==> src/rtl/cc_or_gate.sv <==
// cc_or_gate: bitwise OR with a registered copy, a rise pulse on the registered OR,
// and a saturating count of cycles where the registered result is non-zero.
module cc_or_gate #(
  parameter int WIDTH = 1,
  parameter int CNT_W = 8
) (
  input  logic             clk,
  input  logic             rst_n,
  input  logic [WIDTH-1:0] a,
  input  logic [WIDTH-1:0] b,
  output logic [WIDTH-1:0] y,
  output logic [WIDTH-1:0] y_q,
  output logic             any_rise,
  output logic [CNT_W-1:0] hi_cnt
);
  logic any_q;
  logic prev_any;
  assign y     = a | b;
  assign any_q = |y_q;
  // prev_any holds the previous cycle's |y_q so any_rise lands one cycle after the 0->1
  always_ff @(posedge clk or negedge rst_n)
    if (!rst_n) begin
      y_q      <= '0;
      prev_any <= 1'b0;
      any_rise <= 1'b0;
      hi_cnt   <= '0;
    end else begin
      y_q      <= y;
      prev_any <= any_q;
      any_rise <= any_q & ~prev_any;
      hi_cnt   <= (any_q && !(&hi_cnt)) ? hi_cnt + 1'b1 : hi_cnt;
    end
endmodule

==> config.mk <==
export PLATFORM = sky130hd
export DESIGN_NAME = cc_or_gate
export DESIGN_NICKNAME = d
export VERILOG_FILES = /design/src/rtl/cc_or_gate.sv
export SDC_FILE = /design/constraint.sdc
export NUM_CORES = 1
export LEC_CHECK = 0
export BUFFER_PORTS_ARGS = -buffer_cell sky130_fd_sc_hd__buf_2
export CORE_MARGIN = 2
export CORE_UTILIZATION = 30
export DETAILED_ROUTE_END_ITERATION = 7
export PLACE_DENSITY = 0.61
export SYNTH_ARGS = -nofsm -noshare
export SYNTH_HDL_FRONTEND = slang
export SYNTH_SLANG_ARGS = --single-unit
==> constraint.sdc <==
create_clock -name clk -period 3.9 [get_ports clk]
set_input_delay 0.585 -clock clk [delete_from_list [all_inputs] [get_ports clk]]
set_output_delay 0.585 -clock clk [all_outputs]
set_load 0.05 [all_outputs]
; After elaboration in Yosys (flattened, before gate mapping)
; Index checks and enable logic that the tools add are counted.
[classes]
addsub = 1
bitwise = 3
n_reduce_logical = 3
[ops]
columns = operator, n
row1 = adder 8 x 1 -> 8 bit (second input constant), 1
row2 = AND reduction 8 bit, 1
row3 = AND 1 bit, 1
row4 = logical AND 1 bit, 1
row5 = zero test 1 bit, 1
row6 = inverter 1 bit, 1
row7 = OR 1 bit, 1
[totals]
regBits = 11
inputBits = 4
out_inout_bits = 11
wordCells = 11

; Depth between registers and ports, before layout
[logic_depth]
depth_word = 3
mapped_depth = 4
mapped_depth_nobuf = 4

; Worst setup path after synthesis
; No wires, ideal clock.
[synth_path]
kind = register -> register
start = register hi_cnt[0]
end = register hi_cnt[1]
setup_time_ps = 128
t_arrival_ps = 1591
t_required_ps = 3772
setup_slack_ps = 2181
path_stages_with_launch = 5
path_buffers = 0
synth_period_minus_slack_ps = 1719
cell_sequence = dfrtp_1 ha_1 nand3_1 o21ai_2 mux2_1
[synth_between]
elab_chain_len = 3
word_cells_on_any_way = 4
cone_classes = add/sub (1) / reduce/logical (3)
[synth_lines]
columns = element, line
row1 = from (decl), 14  ; output logic [CNT_W-1:0] hi_cnt
row2 = from (signal assigned), 31  ; hi_cnt <= (any_q && !(&hi_cnt)) ? hi_cnt + 1'b1 : hi_cnt;
row3 = branches (longest 3 deep; another with adder 8 x 1 -> 8 bit), n/a
; Parallel ways; which one is timed is not known.
; A chain may end at the register's enable or synchronous reset.

; Worst setup path in the final report
[layout_path]
start = input b
end = output y
[layout_between]
elab_chain_len = 1
[layout_lines]
columns = element, line
row1 = from (decl), 10  ; input logic [WIDTH-1:0] b,
row2 = OR 1 bit, 18  ; assign y = a | b;
row3 = to (decl), 11  ; output logic [WIDTH-1:0] y,
; Every way passes these cells.

==> results.yml <==
outcome:
  status: "finished, final reports clean"
worst_setup_path:
  worst_setup_path_start_kind: "input port"
  crit_type: "input port to output port"
  crit_chain: "buf_2 > or2_1 > buf_2"
  cpMaxStageDelayCell: "or2_1"
  cp.buffers_inverters: 2
  cp_max_fo: 2
  cpPeakStageDelay_ps: 220
  critPathMostFrequentCell: "buf_2"
  arrival_ps: 1110
  cp_data_required_time_ps: 3310
  cp-end-kind: "output port"
  cp_top_family: "buffers and inverters"
sta:
  skew_ps: 2.03
  fmax_mhz: 589
  finalSetupTns_ps: 0
  min_period_over_period_pct: 43.5
  hold_viol: 0
  finalMaxSlewViolations: 0
  maxSlewHeadroom_pct: 84.1
  worst_pin_slew_ps: 239
  min_period_ps: 1700
  rsz0062_at_grt: "false"
  setup_viol: 0
clock_tree:
  clk_pin_slew_ps: 70
  clock-sinks: 11
  clk_path_buf_depth: 2
  htreeDepth: 1
  cts_hold_buf: 0
  post-cts-setup-buffers: 0
  cts_buffers: 3
  cts_tree: "done"
  cts_root_buffer: "clkbuf_4"
  cts_resized: 0
  clock_latency_ps: 260
route:
  drtAntennaViolNets: 0
  drc_errors: 0
  viasPerCell: 5.01
  drt_iter0_drc: 1
  totalWireLength_microns: 813
  drt_pass1_iterations: 4
  via_count: 371
  avgRoutedWirePerCell_microns: 11.0
grt:
  grt_pass1_vias: 290
  grt_max_degree: 12
  grt.overflow.total: 0
  grt_usage_pct: 9.55
  grt_first_pass_wirelength_microns: 1250
  antenna_found_initial: 0
layout:
  syn2layout_area_growth_pct: 24.5
  stdcell_area_sq_um: 598
  diodes: 0
  drive_above_1_share_pct: 34.5
  final_nets: 64
  num-fill-cells: 154
synthesis:
  syn-num-nets: 45
  synth_top_family_by_area: "simple AND/OR/NAND/NOR gates"
  synth_top_area_share_pct: 57.3
  synth-seq-area-share_pct: 57.3
  synth_edf_count: 0
  ys_seq_elements: 11
  synth_mux_area_share_pct: 7.03
  synth_top_cell_by_area: "dfrtp_1"
  yosys.area_share.simple_pct: 17.2
  yosysWarningCount: 0
  synth_area_sq_um: 480
  synth.most_common_cell: "dfrtp_1"
  yosys-top-cells-area: "dfrtp_1 57%, mux2_1 7.0%, xor2_1 5.5%"
  synth_ff_type: "dfrtp_1"
  synth_commonest_cells: "11 x dfrtp_1, 4 x a21oi_1, 4 x nand2_1, 4 x nand4_1"
  synth_compound_area_share_pct: 8.59
  yosys.area_share.xor_xnor_pct: 7.29
  synth.avg_cell_area_sq_um: 12.0
  syn_inst: 40
  synthAdderAreaFrac_pct: 2.60
  async_reset_ff_share_pct: 100
  ys_types: 16
place:
  hpwlAfterDp_microns: 625
  place_area_sq_um: 571
  portBuffers: 14
  place_congestion: 0.772
power_and_ir_drop:
  powerDensity_nw_per_um2: 912
  finalPower_uw: 546
  vdd_drop_max_v: 0.000302
  p_leak_uw: 0.000288
hold_path:
  hold_class: "input port to async pin"
floorplanning:
  die_x_microns: 44.0
  pin_count: 15
  start_util_pct: 31.9
  coreArea_sq_um: 1510
  rows: 14
  die_area_sq_um: 1940
  die_h_microns: 44.0
job:
  maxCapViolations: 0
power breakdown:
part | internal, uW | total, uW | switching (uW)
sequential | 155 | 209 | 54.0
combinational | 67.5 | 261 | 193
clock | 37.9 | 75.8 | 37.9
total | 260 | 546 | 285
layout by cell type, fill, tap and decap left out:
cell / n
buf_2: 14
dfrtp_1: 11
nand4_1: 4
nand2_1: 4
a21oi_1: 4
mux2_1: 3
xor2_1: 3
clkbuf_4: 3
and3_1: 2
or2_1: 1
nor2b_1: 1
nand3_1: 1
o21ai_2: 1
xnor2_1: 1
and4_1: 1
a211oi_2: 1
nor2_1: 1
ha_1: 1
clkinv_2: 1
logic make-up after synthesis:
| group | count (synthesis) |
|---|---|
| adders and majority gates | 1 |
| muxes | 3 |
| xor gates and xnor gates | 4 |
| DFF | 11 |
| and+or+nand+nor | 15 |
| AOI/OAI and AO/OA | 6 |
per-layer routing:
layer / track usage [%] / vias up / wire [microns]
met4: 10.9 / 0 / 19
li1: - / 187 / -
met3: 2.45 / 2 / 30
met5: 0 / - / 0
met2: 12.6 / 9 / 382
met1: 11.6 / 173 / 380
area by class of cell:
cell class	instances	area, sq um	share of cell area [%]
Multi-Input combinational cell	29	205	34.3
Clock inverter	1	5.00	0.837
Sequential cell	11	275	46.0
Timing Repair Buffer	14	70.1	11.7
Clock buffer	3	22.5	3.77
Tap cell	16	20.0	3.35
per-stage QoR:
step	instances	setup WS, ps	hold slack, ps	util [%]
global route	74	2190	172	39.7
finish	74	2200	172	39.7
detailed placement	70	2200	392	37.9
global placement	70	2210	381	37.9
floorplan	40	2180	289	-
CTS	74	2200	172	39.7
registers in the layout (all words and copies together) (netlist names):
| register | flops |
|---|---|
| prev_any | 1 |
| hi_cnt | 8 |
| y_q | 1 |
| any_rise | 1 |
path summary, 6_finish.rpt:
kind	start	to	slack [ps]	depth (start not counted)
max	b	y	2200	3
min	rst_n	any_rise	170	1
max reg2reg	hi_cnt[0]	hi_cnt[1]	2470	4
min reg2reg	prev_any	any_rise	400	1
max in group asynchronous	rst_n	hi_cnt[6]	3530	1
min in group clk	prev_any	any_rise	400	1
Note: power is estimated with default switching activity, not from simulation.
